## src/rtl/timer_bank.sv

```systemverilog
// timer_bank: parametrised multi-channel programmable timer.
//
// Each channel has a reload register, a control word (mode, enable),
// a down/up counter, a timer output pin and a sticky interrupt flag.
// All channels share one clock; counting is gated by per-channel
// one-cycle strobes on cnt_tick.
//
// Ports:
//   clk          system clock, all logic on the rising edge
//   rst          synchronous reset, active-high
//   cnt_tick     per-channel count strobe (one clk wide)
//   counter_we   write strobe from the bus decoder
//   counter_ch   channel select for write and readback
//   counter_reg  0 = write reload register, 1 = write control register
//   counter_val  write data (control word uses bits [3:0])
//   counter_out  registered count of the selected channel (1-cycle latency)
//   counter_OUT  per-channel timer output
//   counter_irq  per-channel sticky terminal-event flags
//
// Control word: [1:0] mode (0 one-shot, 1 rate, 2 square, 3 free-run),
//               [2] enable, [3] irq clear (write-1).
module timer_bank #(
  parameter int unsigned CH_NUM  = 3,
  parameter int unsigned WIDTH   = 32,
  parameter int unsigned CH_BITS = 2
) (
  input  logic               clk,
  input  logic               rst,
  input  logic [CH_NUM-1:0]  cnt_tick,
  input  logic               counter_we,
  input  logic [CH_BITS-1:0] counter_ch,
  input  logic               counter_reg,
  input  logic [WIDTH-1:0]   counter_val,
  output logic [WIDTH-1:0]   counter_out,
  output logic [CH_NUM-1:0]  counter_OUT,
  output logic [CH_NUM-1:0]  counter_irq
);

  typedef enum logic [1:0] {
    MODE_ONESHOT = 2'd0,
    MODE_RATE    = 2'd1,
    MODE_SQUARE  = 2'd2,
    MODE_FREERUN = 2'd3
  } mode_e;

  // Output level a channel takes right after a reload or control write.
  function automatic logic init_level(input mode_e m);
    return (m == MODE_RATE) || (m == MODE_SQUARE);
  endfunction

  logic [WIDTH-1:0]  count_q  [CH_NUM];
  logic [WIDTH-1:0]  count_d  [CH_NUM];
  logic [WIDTH-1:0]  reload_q [CH_NUM];
  logic [WIDTH-1:0]  reload_d [CH_NUM];
  mode_e             mode_q   [CH_NUM];
  mode_e             mode_d   [CH_NUM];
  logic [CH_NUM-1:0] en_q,    en_d;
  logic [CH_NUM-1:0] out_q,   out_d;
  logic [CH_NUM-1:0] irq_q,   irq_d;
  // One-shot has fired and ignores ticks until re-armed by a write.
  logic [CH_NUM-1:0] armed_q, armed_d;
  logic [WIDTH-1:0]  rdata_q, rdata_d;

  logic [CH_NUM-1:0] wr_hit;
  logic [CH_NUM-1:0] adv;
  logic [CH_NUM-1:0] irq_set;
  logic [CH_NUM-1:0] irq_clr;
  logic [3:0]        ctrl_w;
  logic              sel_ok;

  always_comb begin
    ctrl_w  = 4'(counter_val);
    sel_ok  = (32'(counter_ch) < CH_NUM);
    wr_hit  = '0;
    adv     = '0;
    irq_set = '0;
    irq_clr = '0;
    en_d    = en_q;
    out_d   = out_q;
    armed_d = armed_q;
    irq_d   = irq_q;

    for (int unsigned i = 0; i < CH_NUM; i++) begin
      count_d[i]  = count_q[i];
      reload_d[i] = reload_q[i];
      mode_d[i]   = mode_q[i];

      wr_hit[i] = counter_we && sel_ok && (counter_ch == CH_BITS'(i));
      adv[i]    = cnt_tick[i] && en_q[i];

      unique case (mode_q[i])
        MODE_ONESHOT: begin
          if (adv[i] && armed_q[i]) begin
            if ((count_q[i] == '0) || (count_q[i] == WIDTH'(1))) begin
              count_d[i]  = '0;
              out_d[i]    = 1'b1;
              irq_set[i]  = 1'b1;
              armed_d[i]  = 1'b0;
            end else begin
              count_d[i] = count_q[i] - WIDTH'(1);
            end
          end
        end
        MODE_RATE: begin
          // Output idles high; the terminal tick drops it for one clk only.
          out_d[i] = 1'b1;
          if (adv[i] && (reload_q[i] > WIDTH'(1))) begin
            if (count_q[i] == WIDTH'(1)) begin
              count_d[i] = reload_q[i];
              out_d[i]   = 1'b0;
              irq_set[i] = 1'b1;
            end else begin
              count_d[i] = count_q[i] - WIDTH'(1);
            end
          end
        end
        MODE_SQUARE: begin
          if (adv[i] && (reload_q[i] != '0)) begin
            if (count_q[i] == WIDTH'(1)) begin
              count_d[i] = reload_q[i];
              out_d[i]   = ~out_q[i];
              irq_set[i] = out_q[i];
            end else begin
              count_d[i] = count_q[i] - WIDTH'(1);
            end
          end
        end
        MODE_FREERUN: begin
          // Output idles low; the wrap raises it for one clk only.
          out_d[i] = 1'b0;
          if (adv[i]) begin
            count_d[i] = count_q[i] + WIDTH'(1);
            if (count_q[i] == '1) begin
              out_d[i]   = 1'b1;
              irq_set[i] = 1'b1;
            end
          end
        end
        default: ;
      endcase

      // A bus write overrides the tick's effect on count/OUT/arming, but a
      // terminal event in the same clk still latches the irq flag so that a
      // simultaneous write-1-to-clear cannot lose it.
      if (wr_hit[i]) begin
        armed_d[i] = 1'b1;
        if (counter_reg) begin
          mode_d[i]   = mode_e'(ctrl_w[1:0]);
          en_d[i]     = ctrl_w[2];
          irq_clr[i]  = ctrl_w[3];
          count_d[i]  = reload_q[i];
          out_d[i]    = init_level(mode_e'(ctrl_w[1:0]));
        end else begin
          reload_d[i] = counter_val;
          count_d[i]  = counter_val;
          out_d[i]    = init_level(mode_q[i]);
        end
      end

      irq_d[i] = irq_set[i] | (irq_q[i] & ~irq_clr[i]);
    end
  end

  // Readback samples the count before this edge's update.
  always_comb begin
    rdata_d = '0;
    for (int unsigned i = 0; i < CH_NUM; i++) begin
      if (counter_ch == CH_BITS'(i)) begin
        rdata_d = count_q[i];
      end
    end
  end

  always_ff @(posedge clk) begin
    if (rst) begin
      for (int unsigned i = 0; i < CH_NUM; i++) begin
        count_q[i]  <= '0;
        reload_q[i] <= '0;
        mode_q[i]   <= MODE_ONESHOT;
      end
      en_q    <= '0;
      out_q   <= '0;
      irq_q   <= '0;
      armed_q <= '0;
      rdata_q <= '0;
    end else begin
      for (int unsigned i = 0; i < CH_NUM; i++) begin
        count_q[i]  <= count_d[i];
        reload_q[i] <= reload_d[i];
        mode_q[i]   <= mode_d[i];
      end
      en_q    <= en_d;
      out_q   <= out_d;
      irq_q   <= irq_d;
      armed_q <= armed_d;
      rdata_q <= rdata_d;
    end
  end

  assign counter_out = rdata_q;
  assign counter_OUT = out_q;
  assign counter_irq = irq_q;

endmodule
```

## config.mk

```make
export PLATFORM = sky130hd
export DESIGN_NAME = timer_bank
export DESIGN_NICKNAME = d
export VERILOG_FILES = /design/src/rtl/timer_bank.sv
export SDC_FILE = /design/constraint.sdc
export NUM_CORES = 1
export LEC_CHECK = 0
export CAP_MARGIN = 20
export CORE_MARGIN = 4
export CORE_UTILIZATION = 55
export CTS_CLUSTER_SIZE = 24
export DETAILED_ROUTE_END_ITERATION = 8
export HOLD_SLACK_MARGIN = 0.12
export PLACE_DENSITY_LB_ADDON = 0.1
export SLEW_MARGIN = 40
export SYNTH_ARGS = -nofsm -noshare
export SYNTH_HDL_FRONTEND = slang
export SYNTH_SLANG_ARGS = --single-unit
```

## constraint.sdc

```tcl
create_clock -name clk -period 3.5 [get_ports clk]
set_input_delay 0.7 -clock clk [delete_from_list [all_inputs] [get_ports clk]]
set_output_delay 0.7 -clock clk [all_outputs]
set_load 0.02 [all_outputs]
```

==> impl_metrics.ini <==
[die]
fp.coreArea_um2 = 31500
floorplan.initialDensity_pct = 55.5
overall_die_area_um2 = 34700
fp.dieW_um = 186
die_height_um = 186
std_cell_rows = 65
ios = 79

[clocking]
cts_resized = 0
clkSinkCount = 242
clock_tree_from_tritoncts = yes
cts_hold_buffers = 0
postCtsSetupBuffers = 0
clock_tree.buffer_depth = 3
clk_transition_reported_paths_ns = 0.07
cts_root_buf = clkbuf_16
numCtsBuffers = 27
clkLatencyLatePin_ns = 0.58
h-tree-depth = 1

[final_layout]
mostFrequentLayoutCell = nand2_1
area_growth_pct = 15.1
final_layout_size_suffix_gt1_share_pct = 10.5
multi_input_comb_area_um2 = 11500
fin_area_um2 = 20100
design.final.nets = 2576
share_of_the_core_filled_with_cells_in_the_final_layout_pct = 63.9
most-common-layout-cells = 373 x nand2_1, 255 x a21oi_1, 245 x nor2_1
final_layout_fill_cell_count = 2893
area.sequential_um2 = 4840

[detailed_routing]
routedWlPerCell_um = 27.2
num_vias = 20800
route.final.wire_length_mm = 79.9
drt-pass1-iter-count = 6
detail_route.vias_per_cell = 7.07
1st_iter_drt_viols = 3855
detail-route-antenna-nets = 0
detail_route.drc_violations = 0

[worst_setup_path]
timing.critical_path.from_type = flip-flop
path_class = flip-flop to flip-flop
timing.critical_path.to_type = flip-flop
r2r_start = count_q[0][21]$_SDFFE_PP0P_
timing.reg2reg.setup_slack_ns = 0.19
critPathLaunch = count_q[0][21]$_SDFFE_PP0P_
path_max_fanout = 10
r2r_cells = 9
timing.critical_path.arrival_ns = 3.76
timing.critical_path.required_ns = 3.95

[yosys]
synth_area_per_cell_um2 = 7.00
netlist_area_um2 = 17500
yosysSeqAreaShare_pct = 27.7
synth_edf_count = 0
synth.largest_area_cell = dfxtp_1
postSynth.asyncResetShare_pct = 0
synth-warning-count = 0
synth_nets = 2560
synth.ff_latch_count = 242
synth_cell_type_count = 79
synth_flop_cell = dfxtp_1
post_synth_main_area_contributors = dfxtp_1 28%, nand2_1 8.0%, a21oi_1 7.3%, nor2_1 5.3%, clkbuf_1 4.7%
synth_largest_type_area_fraction_pct = 27.7
post_synthesis_cell_count = 2495

[global_route]
first_global_vias = 18800
gr-total-overflow = 0
grt_max_degree = 120
grt_first_pass_wirelength_mm = 118
gr-usage-all-layers_pct = 44.5
grt_antenna_before_repair = 6

[min_path]
worstHoldStart = en_q[1]$_SDFFE_PP0P_
hold_path.class = flip-flop to flip-flop
hold-path-cell-count = 2

[power_and_ir_drop]
leakage_nw = 7.23
report.power.total_w = 0.00907
power_report.internal_total_w = 0.00581
swShare_pct = 35.9
seq_power_share_pct = 34.5
p_comb_share_pct = 30.2
pwr_density_cell_nw_per_um2 = 451
clock_power_share_pct = 35.3
power.switching_w = 0.00326
worst_ir_drop_vdd_uv = 396

[sta]
final-hold-violation-count = 0
relSlewSlack_pct = 40.7
drv_slew = 0
setup_ws_ns = 0.189
rsz0062_at_grt = no
total_negative_slack_for_setup_checks_ns = 0
fin_crit_sh_pct = 94.6
highest_achievable_clock_rate_mhz = 302
final_period_minus_worst_setup_slack_ns = 3.31
fin_skew_ns = 0.0129
timing_worst_slew_pin_value_ns = 0.888
setup-violations-final = 0

[placed_design]
dp_slack_ns = 0.255
buffer_ports.inserted = 78
gpl.final_weighted_congestion = 1.10
hpwlAfterDp_mm = 58.2
area_of_placed_instances_um2 = 19100

[status]
status = complete, no violations

[job]
cap_violations = 0
per-layer routing:
metal / up-vias / GRT usage (%) / wire [µm]
met3: 408 / 12.9 / 11600
met2: 1736 / 64.3 / 32500
met1: 9609 / 59.3 / 29600
li1: 9005 / - / -
met4: 10 / 25.6 / 6160
met5: - / 0 / 74
stage by stage:
stage               hold slack, ns  instances
floorplan                    0.445       2495
global placement             0.455       2882
detailed placement           0.467       2883
CTS                          0.477       2933
global route                 0.512       2934
finish                       0.478       2936
sequential cells by signal, summed over array words and instances, names as in the netlist:
signal / cells
counter_irq: 3
counter_out: 32
reload_q: 96
armed_q: 3
en_q: 3
mode_q: 6
count_q: 96
counter_OUT: 3
power by group through the flow:
| stage | registers [W] | clock network (W) | logic (W) |
|---|---|---|---|
| floorplan | 0.00304 | 0 | 0.00178 |
| global placement | 0.00316 | 0 | 0.00257 |
| detailed placement | 0.00317 | 0 | 0.00260 |
| CTS | 0.00311 | 0.00318 | 0.00262 |
| global route | 0.00314 | 0.00331 | 0.00288 |
| finish | 0.00313 | 0.00321 | 0.00274 |
cells by family after synthesis:
family,synth area share [%]
AOI/OAI and AO/OA,25.2
xor gates and xnor gates,7.52
adders and majority gates,1.72
buffers and inverters,6.49
DFF,27.7
muxes,2.88
and+or+nand+nor,28.5
cell usage after synthesis, types with 22 or more instances:
library cell  number
nand3_1           97
nand4_1           45
and3_1            23
o21ai_0          124
xnor2_1           86
nand2_1          373
xor2_1            64
clkbuf_1         217
nand2b_1          23
nor4_1            67
nor2b_1           22
nor2_1           248
a21oi_1          255
a31oi_1           24
mux2i_1           48
dfxtp_1          242
o211ai_1          24
ha_1              24
inv_1             31
o221ai_1          22
a211oi_1          63
nor3_1            68
worst paths after layout:
check | endpoint
min reg2reg | en_q[1]$_SDFFE_PP0P_
min | en_q[1]$_SDFFE_PP0P_
max reg2reg | count_q[0][20]$_SDFFE_PP0P_
max | count_q[0][20]$_SDFFE_PP0P_
area by class of cell:
type                    instances  share of cell area [%]
well taps                     402                    2.50
diodes                          2                  0.0249
clock buffers                  35                    3.76
multi-input cells            1969                    57.4
repair buffers                240                    10.6
inverters                      31                   0.579
clock inverters                15                    1.08
flip-flops and latches        242                    24.1
worst max-delay path, cell delays in order, from the launching register on:
cell and delay (ns):
dfxtp_1 0.47, nor4_1 0.45, nand3_1 0.42, buf_4 0.31, nor3_2 0.52, buf_4 0.29
nand4_1 0.12, o211ai_1 0.12, nor3_1 0.08, a2111oi_0 0.40
No activity file was read; power rests on OpenSTA's default activity.
